File: src/rtl/program_sequencer_if.sv
// Decoder/sequencer bundle: op, operands and fault clear in one direction;
// pc, stack status and fault status in the other.
interface program_sequencer_if #(
  parameter int WIDTH       = 8,
  parameter int STACK_DEPTH = 4
);
  localparam int DW = $clog2(STACK_DEPTH + 1);

  logic [2:0]       op;
  logic [WIDTH-1:0] target;
  logic [WIDTH-1:0] offset;
  logic             clear_fault;
  logic [WIDTH-1:0] pc;
  logic [DW-1:0]    depth;
  logic             stack_empty;
  logic             stack_full;
  logic             fault;
  logic [1:0]       fault_code;

  modport master (
    output op, target, offset, clear_fault,
    input  pc, depth, stack_empty, stack_full, fault, fault_code
  );

  modport slave (
    input  op, target, offset, clear_fault,
    output pc, depth, stack_empty, stack_full, fault, fault_code
  );
endinterface

File: src/rtl/program_sequencer.sv
// Program counter with relative branch, call/return via a hardware LIFO,
// explicit hold and sticky fault reporting for stack errors and bad opcodes.
module program_sequencer #(
  parameter int               WIDTH        = 8,
  parameter int               STACK_DEPTH  = 4,
  parameter logic [WIDTH-1:0] RESET_VECTOR = '0
) (
  input  logic                 clk,
  input  logic                 reset_n,
  input  logic                 clk_enable,
  program_sequencer_if.slave   bus
);
  localparam int DW = $clog2(STACK_DEPTH + 1);
  localparam int IW = (STACK_DEPTH > 1) ? $clog2(STACK_DEPTH) : 1;
  localparam logic [DW-1:0] FULL = DW'(STACK_DEPTH);

  localparam logic [2:0] OP_INC    = 3'd0;
  localparam logic [2:0] OP_JUMP   = 3'd1;
  localparam logic [2:0] OP_BRANCH = 3'd2;
  localparam logic [2:0] OP_CALL   = 3'd3;
  localparam logic [2:0] OP_RET    = 3'd4;
  localparam logic [2:0] OP_HOLD   = 3'd5;

  localparam logic [1:0] FC_NONE  = 2'b00;
  localparam logic [1:0] FC_OVER  = 2'b01;
  localparam logic [1:0] FC_UNDER = 2'b10;
  localparam logic [1:0] FC_ILLEG = 2'b11;

  logic [WIDTH-1:0] pc_q, pc_d;
  logic [DW-1:0]    depth_q, depth_d;
  logic             fault_q, fault_d;
  logic [1:0]       fault_code_q, fault_code_d;
  logic [WIDTH-1:0] stack_q [STACK_DEPTH];
  logic [WIDTH-1:0] stack_d [STACK_DEPTH];

  logic             empty, full;
  logic             evt;
  logic [1:0]       evt_code;
  logic [IW-1:0]    push_idx, pop_idx;

  assign empty    = (depth_q == '0);
  assign full     = (depth_q == FULL);
  assign push_idx = IW'(depth_q);
  assign pop_idx  = IW'(depth_q - 1'b1);

  always_comb begin
    pc_d         = pc_q;
    depth_d      = depth_q;
    stack_d      = stack_q;
    fault_d      = fault_q;
    fault_code_d = fault_code_q;
    evt          = 1'b0;
    evt_code     = FC_NONE;
    if (clk_enable) begin
      unique case (bus.op)
        OP_INC:    pc_d = pc_q + 1'b1;
        OP_JUMP:   pc_d = bus.target;
        OP_BRANCH: pc_d = pc_q + bus.offset;
        OP_CALL:
          if (full) begin
            evt      = 1'b1;
            evt_code = FC_OVER;
          end else begin
            stack_d[push_idx] = pc_q + 1'b1;
            depth_d           = depth_q + 1'b1;
            pc_d              = bus.target;
          end
        OP_RET:
          if (empty) begin
            evt      = 1'b1;
            evt_code = FC_UNDER;
          end else begin
            pc_d    = stack_q[pop_idx];
            depth_d = depth_q - 1'b1;
          end
        OP_HOLD: ;
        default: begin
          evt      = 1'b1;
          evt_code = FC_ILLEG;
        end
      endcase
      // A clear in the same cycle as a new event restarts the latch, so the new cause is recorded.
      if (evt) begin
        fault_d = 1'b1;
        if (!fault_q || bus.clear_fault) fault_code_d = evt_code;
      end else if (bus.clear_fault) begin
        fault_d      = 1'b0;
        fault_code_d = FC_NONE;
      end
    end
  end

  always_ff @(posedge clk or negedge reset_n) begin
    if (!reset_n) begin
      pc_q         <= RESET_VECTOR;
      depth_q      <= '0;
      fault_q      <= 1'b0;
      fault_code_q <= FC_NONE;
      for (int i = 0; i < STACK_DEPTH; i++) stack_q[i] <= '0;
    end else begin
      pc_q         <= pc_d;
      depth_q      <= depth_d;
      fault_q      <= fault_d;
      fault_code_q <= fault_code_d;
      stack_q      <= stack_d;
    end
  end

  assign bus.pc          = pc_q;
  assign bus.depth       = depth_q;
  assign bus.stack_empty = empty;
  assign bus.stack_full  = full;
  assign bus.fault       = fault_q;
  assign bus.fault_code  = fault_code_q;
endmodule

File: src/flat_wrapper.sv
// flat-port wrapper written by rule: the top's interface ports become plain ports
module program_sequencer_flat 
#(
  parameter int               WIDTH        = 8,
  parameter int               STACK_DEPTH  = 4,
  parameter logic [WIDTH-1:0] RESET_VECTOR = '0
)
  (clk, reset_n, clk_enable, bus_op, bus_target, bus_offset, bus_clear_fault, bus_pc, bus_depth, bus_stack_empty, bus_stack_full, bus_fault, bus_fault_code);
  program_sequencer_if #(.WIDTH(WIDTH), .STACK_DEPTH(STACK_DEPTH)) bus_i ();
  input  logic clk;
  input  logic reset_n;
  input  logic clk_enable;
  input wire logic [$bits(bus_i.op)-1:0] bus_op;
  input wire logic [$bits(bus_i.target)-1:0] bus_target;
  input wire logic [$bits(bus_i.offset)-1:0] bus_offset;
  input wire logic [$bits(bus_i.clear_fault)-1:0] bus_clear_fault;
  output wire logic [$bits(bus_i.pc)-1:0] bus_pc;
  output wire logic [$bits(bus_i.depth)-1:0] bus_depth;
  output wire logic [$bits(bus_i.stack_empty)-1:0] bus_stack_empty;
  output wire logic [$bits(bus_i.stack_full)-1:0] bus_stack_full;
  output wire logic [$bits(bus_i.fault)-1:0] bus_fault;
  output wire logic [$bits(bus_i.fault_code)-1:0] bus_fault_code;
  assign bus_i.op = bus_op;
  assign bus_i.target = bus_target;
  assign bus_i.offset = bus_offset;
  assign bus_i.clear_fault = bus_clear_fault;
  assign bus_pc = bus_i.pc;
  assign bus_depth = bus_i.depth;
  assign bus_stack_empty = bus_i.stack_empty;
  assign bus_stack_full = bus_i.stack_full;
  assign bus_fault = bus_i.fault;
  assign bus_fault_code = bus_i.fault_code;
  program_sequencer #(.WIDTH(WIDTH), .STACK_DEPTH(STACK_DEPTH), .RESET_VECTOR(RESET_VECTOR)) u_core (.clk(clk), .reset_n(reset_n), .clk_enable(clk_enable), .bus(bus_i));
endmodule
File: config.mk
export PLATFORM = sky130hd
export DESIGN_NAME = program_sequencer_flat
export DESIGN_NICKNAME = d
export VERILOG_FILES = /design/src/rtl/program_sequencer_if.sv /design/src/rtl/program_sequencer.sv /design/src/flat_wrapper.sv
export SDC_FILE = /design/constraint.sdc
export NUM_CORES = 1
export LEC_CHECK = 0
export ABC_AREA = 1
export CELL_PAD_IN_SITES_DETAIL_PLACEMENT = 1
export CELL_PAD_IN_SITES_GLOBAL_PLACEMENT = 1
export CORE_MARGIN = 2
export CORE_UTILIZATION = 29
export CTS_BUF_LIST = sky130_fd_sc_hd__clkbuf_8
export DETAILED_ROUTE_END_ITERATION = 8
export GPL_TIMING_DRIVEN = 1
export PLACE_DENSITY_LB_ADDON = 0.1
export SKIP_CTS_REPAIR_TIMING = 1
export SYNTH_ARGS = -nofsm -noshare
export SYNTH_HDL_FRONTEND = slang
export SYNTH_SLANG_ARGS = --single-unit
export TNS_END_PERCENT = 30
File: constraint.sdc
create_clock -name clk -period 4.85 [get_ports clk]
set_clock_uncertainty 0.15 [all_clocks]
set_input_delay 0.97 -clock clk [delete_from_list [all_inputs] [get_ports clk]]
set_output_delay 0.97 -clock clk [all_outputs]
set_load 0.1 [all_outputs]
==> tab_implementation.tex, run 1 <==
\begin{tabular}{lr}
\hline
Metric & Value \\
\hline
\multicolumn{2}{l}{\textbf{Routing}} \\
\quad Topmost layer with routed signal wires & met4 \\
\quad DRC violations left & 0 \\
\quad Wire length on met2 & 3950 um \\
\quad Routed wl met3 & 232 um \\
\quad Via count & 2673 \\
\quad Per-cell via count in the routed design & 4.70 \\
\quad First-pass DRT Iterations & 4 \\
\quad WL/cell & 15.3 um \\
\quad WL final & 8690 um \\
\quad Post-route met1 wirelength & 4410 um \\
\quad Residual antenna-violating net count after detailed routing & 0 \\
\quad Number of DRC markers after the initial detailed-route iteration & 141 \\
\multicolumn{2}{l}{\textbf{Synthesis}} \\
\quad Warnings, synthesis & 0 \\
\quad Most used DFF post-synth & sky130\_fd\_sc\_hd\_\_dfrtp\_1 \\
\quad Xor and xnor area share after synthesis & 0.0231 \\
\quad Ys async rst share & 1.00 \\
\quad Fraction of the mapped netlist area in adder cells & 0.0603 \\
\quad Post-synth cell types & 38 \\
\quad Register bit count reported by yosys & 46 \\
\quad Synthesized netlist net count & 431 \\
\quad Combinational family with the most area after synthesis & simple AND/OR/NAND/NOR gates \\
\quad Gate count after technology mapping & 394 \\
\quad Proportion of synthesized chip area in sequential cells & 0.380 \\
\quad Simple-gate share of the synthesized area & 0.339 \\
\quad Mux share of post-synthesis cell area & 0 \\
\quad Mean instance size in the synthesized netlist & 7.69 sq um \\
\quad Number of enable-type register cells in the synthesized netlist & 0 \\
\quad Summed instance area of the synthesized netlist & 3030 sq um \\
\quad Compound-cell area share of the yosys netlist & 0.126 \\
\multicolumn{2}{l}{\textbf{Clock tree}} \\
\quad CTS buffer count & 5 \\
\quad CTS sink cnt & 46 \\
\quad Clk pin slew, worst setup/hold paths & 0.09 ns \\
\quad Root buffer cell & sky130\_fd\_sc\_hd\_\_clkbuf\_8 \\
\quad Clock latency of the later-clocked register in the worst-skew pair & 0.30 ns \\
\quad TritonCTS clock tree & built \\
\quad Max H-tree Level & 2 \\
\quad Max clock buf depth & 2 \\
\multicolumn{2}{l}{\textbf{Timing}} \\
\quad Final count of negative-setup-slack endpoints & 0 \\
\quad Final period util & 0.768 \\
\quad Final number of max-transition violations & 0 \\
\quad FMAX & 0.268 GHz \\
\quad Hold Violations, Final & 0 \\
\quad Period minus WS final & 3.73 ns \\
\quad Setup repair after global routing missed its margin & false \\
\quad Post-Route Setup TNS & 0 ns \\
\quad Worst Tran Pin Value & 0.970 ns \\
\quad Worst max-slew margin expressed relative to the limit & 0.351 \\
\multicolumn{2}{l}{\textbf{Global route}} \\
\quad Global-route congestion overflow total & 0 \\
\quad Number of global-route vias before repair & 2734 \\
\quad First-pass GRT wire length & 14600 um \\
\quad Antenna violations before repair & 0 \\
\quad GR Util All Layers & 0.165 \\
\quad Pin count of the biggest net entering global routing & 47 \\
\multicolumn{2}{l}{\textbf{Worst hold path}} \\
\quad HP Start & u\_core.stack\_q[20]\$\_DFFE\_PN0P\_ \\
\quad Worst min-delay path class & flip-flop to flip-flop \\
\multicolumn{2}{l}{\textbf{Power and ir drop}} \\
\quad Peak supply drop & 0.000264 V \\
\quad LEAKAGE & 1.75 nW \\
\quad Overall power after layout & 0.00214 W \\
\quad Power density over the cells & 595 nW/um\^{}2 \\
\multicolumn{2}{l}{\textbf{Die}} \\
\quad Initial cell density of the core & 0.296 \\
\quad Count of standard-cell rows & 37 \\
\quad Die Width & 106 um \\
\quad Overall die area & 11300 sq um \\
\quad Number of ports placed on the die boundary & 39 \\
\quad Core Box Area & 10200 sq um \\
\quad Die H & 106 um \\
\multicolumn{2}{l}{\textbf{Layout}} \\
\quad NumNets Final & 469 \\
\quad Signed area change from the synthesized netlist to the final layout & 19.0\% \\
\quad Total inserted antenna cells & 0 \\
\quad Total non-filler cell area in the finished layout & 3610 sq um \\
\quad Count of non-filler cells in the finished layout & 569 \\
\quad Fraction of final layout cells with drive strength greater than 1 & 0.129 \\
\quad Count of filler cells inserted in the layout & 1254 \\
\multicolumn{2}{l}{\textbf{Setup path}} \\
\quad Peak per-stage delay on the critical path & 1.12 ns \\
\quad Critical path peak fanout & 14 \\
\quad CP Cell Sequence & inv\_1 -> ha\_1 -> nand2\_2 -> inv\_2 -> clkdlybuf4s50\_1 \\
\quad Critical path launch point type & flip-flop \\
\quad Endpoint required time on the critical path & 3.73 ns \\
\quad Crit-path leading delay family & buffers and inverters \\
\quad Worst reg-to-reg setup slack & 2.43 ns \\
\quad Setup crit end kind & output port \\
\quad Critical Path Start & u\_core.bus.depth[0]\$\_DFFE\_PN0P\_ \\
\quad Max stage delay cell, worst path & sky130\_fd\_sc\_hd\_\_clkdlybuf4s50\_1 \\
\quad CP Buf/Inv Count & 3 \\
\quad Startpoint of the worst-slack reg-to-reg timing path & u\_core.bus.depth[0]\$\_DFFE\_PN0P\_ \\
\quad Critical path data arrival time & 2.61 ns \\
\quad Kind of critical path & flip-flop to output port \\
\multicolumn{2}{l}{\textbf{Flow run}} \\
\quad \# Max-Cap Violations & 0 \\
\multicolumn{2}{l}{\textbf{Placement}} \\
\quad Number of buffer cells added on primary ports & 38 \\
\quad Cells after DPL & 561 \\
\quad Placed Area & 3520 sq um \\
\quad Post-DP HPWL & 6500 um \\
\quad Final weighted congestion in routability-driven placement & 0.770 \\
\multicolumn{2}{l}{\textbf{Status}} \\
\quad Status & complete, no violations \\
\hline
\end{tabular}
[Yosys cell counts, drive strengths merged, types with 2 or more instances]
master	n	share of area
a21oi	22	0.038
or2	3	0.0062
nand2	148	0.20
buf	9	0.023
o211ai	2	0.0050
xnor2	2	0.0058
o21ai	36	0.073
xor2	6	0.017
nor2	25	0.054
nand3	32	0.060
ha	13	0.054
dfrtp	46	0.38
inv	36	0.049
nand3b	7	0.019
[power by group]
part,switching (W),internal [W],leakage (nW)
registers,0.000122,0.000532,0.582
logic,0.000881,0.000369,1.12
clock network,0.000140,0.000100,0.0493
total,0.00114,0.00100,1.75
[area by class of cell]
type / instances / area [sq um] / share of cell area
clock buffers: 5 / 68.8 / 0.0191
clock inverters: 3 / 17.5 / 0.00486
inverters: 37 / 151 / 0.0420
multi-input cells: 302 / 1660 / 0.460
flip-flops and latches: 46 / 1150 / 0.319
well taps: 136 / 170 / 0.0472
repair buffers: 40 / 388 / 0.108
[through the flow]
stage          hold slack (ns)  utilization  worst slack (ns)
3_3_place_gp             0.308        0.344              1.50
2_1_floorplan            0.292            -             0.948
6_report                 0.335        0.352              1.12
5_1_grt                  0.354        0.352             0.980
4_1_cts                  0.342        0.352              1.10
3_5_place_dp             0.316        0.344              1.46
[per-layer routing]
layer  track usage  up-vias
met1         0.235     1285
met5             0        -
met4        0.0367        0
met3        0.0251        9
li1              -     1343
met2         0.264       36
[worst paths after layout]
path,to,cells past startpoint
worst max-delay path,bus_stack_full,5
worst min-delay path,u_core.stack_q[20]$_DFFE_PN0P_,2
worst max register to register,u_core.bus.pc[6]$_DFFE_PN0P_,9
worst min register to register,u_core.stack_q[20]$_DFFE_PN0P_,2
max in group asynchronous,u_core.stack_q[27]$_DFFE_PN0P_,2
min in group asynchronous,u_core.stack_q[30]$_DFFE_PN0P_,2
[logic make-up after synthesis]
logic type      after synthesis
compound gates               64
xor+xnor                      8
fa+ha+maj                    14
flops                        46
buf+inv                      46
simple gates                216
[flip-flops by register name, indices dropped and copies added, names as in the netlist]
signal	count
u_core.bus.depth	3
u_core.bus.fault	1
u_core.bus.fault_code	2
u_core.bus.pc	8
u_core.stack_q	32
[worst register-to-register path: cells and delay by family (launching register included)]
family	cells	cell delay (ns)
buffers and inverters	2	0.61
adders and majority gates	1	0.53
AOI/OAI and AO/OA	3	0.48
DFF	1	0.39
and+or+nand+nor	3	0.16
[placed cells by master (no fill, tap or decap), types with 2 or more instances in the layout]
cell | Yosys | layout
sky130_fd_sc_hd__or2_2 | 2 | 2
sky130_fd_sc_hd__nand2_4 | 4 | 4
sky130_fd_sc_hd__o21ai_0 | 14 | 14
sky130_fd_sc_hd__nand3_1 | 29 | 29
sky130_fd_sc_hd__o21ai_2 | 11 | 11
sky130_fd_sc_hd__xor2_1 | 6 | 6
sky130_fd_sc_hd__clkdlybuf4s50_1 | 0 | 36
sky130_fd_sc_hd__a21oi_1 | 21 | 21
sky130_fd_sc_hd__o21ai_1 | 11 | 11
sky130_fd_sc_hd__nand2_1 | 139 | 139
sky130_fd_sc_hd__nand3b_1 | 6 | 6
sky130_fd_sc_hd__nor2_4 | 4 | 4
sky130_fd_sc_hd__nor2_1 | 16 | 16
sky130_fd_sc_hd__nor2_8 | 2 | 2
sky130_fd_sc_hd__inv_4 | 3 | 3
sky130_fd_sc_hd__ha_1 | 13 | 13
sky130_fd_sc_hd__nand2_2 | 5 | 5
sky130_fd_sc_hd__inv_1 | 28 | 29
sky130_fd_sc_hd__inv_2 | 4 | 4
sky130_fd_sc_hd__buf_4 | 2 | 3
sky130_fd_sc_hd__clkbuf_8 | 0 | 5
sky130_fd_sc_hd__o211ai_1 | 2 | 2
sky130_fd_sc_hd__xnor2_1 | 2 | 2
sky130_fd_sc_hd__nor2_2 | 3 | 3
sky130_fd_sc_hd__nand3_2 | 2 | 2
sky130_fd_sc_hd__dfrtp_1 | 46 | 46
(Power assumes the default switching activity.)
==> run 2: changes to the inputs <==
==> constraint.sdc (replaced) <==
create_clock -name clk -period 3.9 [get_ports clk]
set_clock_uncertainty 0.15 [all_clocks]
set_input_delay 0.78 -clock clk [delete_from_list [all_inputs] [get_ports clk]]
set_output_delay 0.78 -clock clk [all_outputs]
set_load 0.1 [all_outputs]
==> run 2 against run 1 <==
Via count is 1.5% lower; cell area hardly changed; non-clock buffer count stayed put; worst hold slack better by 0.0028 ns; routed wire length is 1.8% higher; final cell count stayed put; sequential share of layout area hardly changed; setup slack worse by 0.19 ns; die area stayed put; count of clock-buffer cells in the layout is 1 higher; critical endpoint is now bus_pc[5]; sequential cell count stayed put.
==> tab_implementation.tex, run 2 (synthesis gave the netlist of run 1 again) <==
\begin{tabular}{lr}
\hline
Metric & Value \\
\hline
\multicolumn{2}{l}{\textbf{Timing}} \\
\quad Final number of max-transition violations & 0 (unchanged) \\
\quad Final period util & 0.762 \\
\quad FMAX & 0.337 GHz \\
\quad Worst Tran Pin Value & 0.977 ns (was 0.970 ns) \\
\quad Period minus WS final & 2.97 ns \\
\quad Setup repair after global routing missed its margin & false (unchanged) \\
\quad Worst max-slew margin expressed relative to the limit & 0.347 (was 0.351) \\
\quad Post-Route Setup TNS & 0 ns (unchanged) \\
\quad Hold Violations, Final & 0 (unchanged) \\
\quad Final count of negative-setup-slack endpoints & 0 (unchanged) \\
\multicolumn{2}{l}{\textbf{Flow run}} \\
\quad \# Max-Cap Violations & 0 (unchanged) \\
\multicolumn{2}{l}{\textbf{Placement}} \\
\quad Post-DP HPWL & 6740 um (was 6500 um) \\
\quad Final weighted congestion in routability-driven placement & 0.796 (was 0.770) \\
\quad Number of buffer cells added on primary ports & 38 (unchanged) \\
\multicolumn{2}{l}{\textbf{Setup path}} \\
\quad Critical path peak fanout & 8 (was 14) \\
\quad Worst R2R Path Depth & 9 (unchanged) \\
\quad Setup crit end kind & output port (unchanged) \\
\quad CP Buf/Inv Count & 1 (was 3) \\
\quad Crit-path leading delay family & buffers and inverters (unchanged) \\
\quad CP Cell Sequence & clkdlybuf4s50\_1 (was inv\_1 -> ha\_1 -> nand2\_2 -> inv\_2 -> clkdlybuf4s50\_1) \\
\quad Endpoint required time on the critical path & 2.97 ns (was 3.73 ns) \\
\quad Max stage delay cell, worst path & sky130\_fd\_sc\_hd\_\_clkdlybuf4s50\_1 (unchanged) \\
\quad Critical path data arrival time & 2.04 ns (was 2.61 ns) \\
\quad Instance count on the critical path & 1 (was 5) \\
\quad Critical path launch point type & flip-flop (unchanged) \\
\quad Peak per-stage delay on the critical path & 1.20 ns (was 1.12 ns) \\
\quad Kind of critical path & flip-flop to output port (unchanged) \\
\multicolumn{2}{l}{\textbf{Layout}} \\
\quad NumNets Final & 469 (unchanged) \\
\quad Signed area change from the synthesized netlist to the final layout & 19.0\% (about the same) \\
\quad Most common cell after layout, fill and taps aside & sky130\_fd\_sc\_hd\_\_nand2\_1 (unchanged) \\
\quad Combined flip-flop and latch cell area & 1150 sq um (unchanged) \\
\quad Multi-input gate area & 1660 sq um (unchanged) \\
\quad Register name with the most flops & u\_core.stack\_q (unchanged) \\
\quad Number of flip-flops in the largest register & 32 (unchanged) \\
\quad Total inserted antenna cells & 0 (unchanged) \\
\quad Fraction of final layout cells with drive strength greater than 1 & 0.136 (was 0.129) \\
\quad Count of filler cells inserted in the layout & 1264 (was 1254) \\
\quad Leading cell types in the layout, fill and taps excluded & sky130\_fd\_sc\_hd\_\_nand2\_1 (139), sky130\_fd\_sc\_hd\_\_dfrtp\_1 (46), sky130\_fd\_sc\_hd\_\_clkdlybuf4s50\_1 (33) (was sky130\_fd\_sc\_hd\_\_nand2\_1 (139), sky130\_fd\_sc\_hd\_\_dfrtp\_1 (46), sky130\_fd\_sc\_hd\_\_clkdlybuf4s50\_1 (36)) \\
\multicolumn{2}{l}{\textbf{Global route}} \\
\quad Number of global-route vias before repair & 2758 (was 2734) \\
\quad First-pass GRT wire length & 14900 um (was 14600 um) \\
\quad Global-route congestion overflow total & 0 (unchanged) \\
\quad Antenna violations before repair & 0 (unchanged) \\
\quad GR Util All Layers & 0.170 (was 0.165) \\
\quad Pin count of the biggest net entering global routing & 37 (was 47) \\
\multicolumn{2}{l}{\textbf{Routing}} \\
\quad WL/cell & 15.6 um (was 15.3 um) \\
\quad Via count & 2634 (was 2673) \\
\quad WL final & 8850 um (was 8690 um) \\
\quad Residual antenna-violating net count after detailed routing & 0 (unchanged) \\
\quad Per-cell via count in the routed design & 4.63 (was 4.70) \\
\quad DRC violations left & 0 (unchanged) \\
\quad Number of DRC markers after the initial detailed-route iteration & 97 (was 141) \\
\quad First-pass DRT Iterations & 4 (unchanged) \\
\multicolumn{2}{l}{\textbf{Clock tree}} \\
\quad TritonCTS clock tree & built (unchanged) \\
\quad Clk pin slew, worst setup/hold paths & 0.09 ns (about the same) \\
\quad Max clock buf depth & 2 (unchanged) \\
\quad Clock latency of the later-clocked register in the worst-skew pair & 0.31 ns (was 0.30 ns) \\
\quad CTS sink cnt & 46 (unchanged) \\
\quad Root buffer cell & sky130\_fd\_sc\_hd\_\_clkbuf\_8 (unchanged) \\
\quad Max H-tree Level & 2 (unchanged) \\
\quad CTS buffer count & 5 (unchanged) \\
\multicolumn{2}{l}{\textbf{Die}} \\
\quad Overall die area & 11300 sq um (unchanged) \\
\quad Initial cell density of the core & 0.296 (unchanged) \\
\quad Number of ports placed on the die boundary & 39 (unchanged) \\
\quad Die Width & 106 um (unchanged) \\
\quad Core Box Area & 10200 sq um (unchanged) \\
\quad Die H & 106 um (unchanged) \\
\quad Count of standard-cell rows & 37 (unchanged) \\
\multicolumn{2}{l}{\textbf{Power and ir drop}} \\
\quad Power density over the cells & 755 nW/um\^{}2 (was 595 nW/um\^{}2) \\
\quad LEAKAGE & 1.76 nW (was 1.75 nW) \\
\quad Peak supply drop & 0.000435 V (was 0.000264 V) \\
\quad Overall power after layout & 0.00272 W (was 0.00214 W) \\
\multicolumn{2}{l}{\textbf{Worst hold path}} \\
\quad Worst min-delay path class & flip-flop to flip-flop (unchanged) \\
\quad Cell count of the worst hold path & 2 (unchanged) \\
\multicolumn{2}{l}{\textbf{Status}} \\
\quad Status & complete, no violations (unchanged) \\
\hline
\end{tabular}
==> run 2: worst paths after layout <==
| check | start | to | slack, ns |
|---|---|---|---|
| max | u_core.bus.pc[5]$_DFFE_PN0P_ | bus_pc[5] | 0.93 |
| min | u_core.stack_q[16]$_DFFE_PN0P_ | u_core.stack_q[16]$_DFFE_PN0P_ | 0.34 |
| max reg2reg | u_core.bus.depth[0]$_DFFE_PN0P_ | u_core.bus.pc[6]$_DFFE_PN0P_ | 1.38 |
| min reg2reg | u_core.stack_q[16]$_DFFE_PN0P_ | u_core.stack_q[16]$_DFFE_PN0P_ | 0.34 |
| max in group asynchronous | reset_n | u_core.bus.pc[6]$_DFFE_PN0P_ | 2.47 |
| min in group asynchronous | reset_n | u_core.stack_q[13]$_DFFE_PN0P_ | 0.42 |
==> run 2: final cells by class <==
class,count,area share
well taps,136,0.0472
inverters,37,0.0420
clock inverters,2,0.00347
flip-flops and latches,46,0.319
clock buffers,6,0.0229
multi-input cells,302,0.460
repair buffers,40,0.105
==> run 2: layer usage <==
layer | wire, um | global-route usage | vias to the layer above
met5 | 0 | 0 | -
met3 | 260 | 0.0264 | 8
li1 | - | - | 1351
met4 | 100 | 0.0357 | 0
met2 | 3970 | 0.260 | 35
met1 | 4520 | 0.252 | 1240
==> run 2: stage by stage <==
stage / std cells / hold slack (ns) / area [sq um] / utilization / setup slack [ns]
2_1_floorplan: 394 / 0.292 / 3030 / - / 0.0436
3_3_place_gp: 561 / 0.305 / 3510 / 0.343 / 1.17
3_5_place_dp: 561 / 0.317 / 3510 / 0.343 / 1.13
4_1_cts: 569 / 0.341 / 3610 / 0.353 / 0.938
5_1_grt: 569 / 0.361 / 3610 / 0.353 / 0.876
6_report: 569 / 0.338 / 3610 / 0.353 / 0.930
==> run 2: power by group <==
part	switching, W	leakage (nW)	internal, W
registers	0.000156	0.582	0.000662
logic	0.00113	1.12	0.000455
clock network	0.000175	0.0530	0.000144
total	0.00146	1.76	0.00126
==> run 2: worst reg2reg max path, cell delays in order (launching register included) <==
cell and delay (ns):
sky130_fd_sc_hd__dfrtp_1 0.39, sky130_fd_sc_hd__inv_1 0.37, sky130_fd_sc_hd__ha_1 0.54, sky130_fd_sc_hd__inv_1 0.27, sky130_fd_sc_hd__a21oi_1 0.25, sky130_fd_sc_hd__a21oi_1 0.12, sky130_fd_sc_hd__a21oi_1 0.16, sky130_fd_sc_hd__nand2_1 0.07
sky130_fd_sc_hd__nand2_1 0.05, sky130_fd_sc_hd__nand2_1 0.04
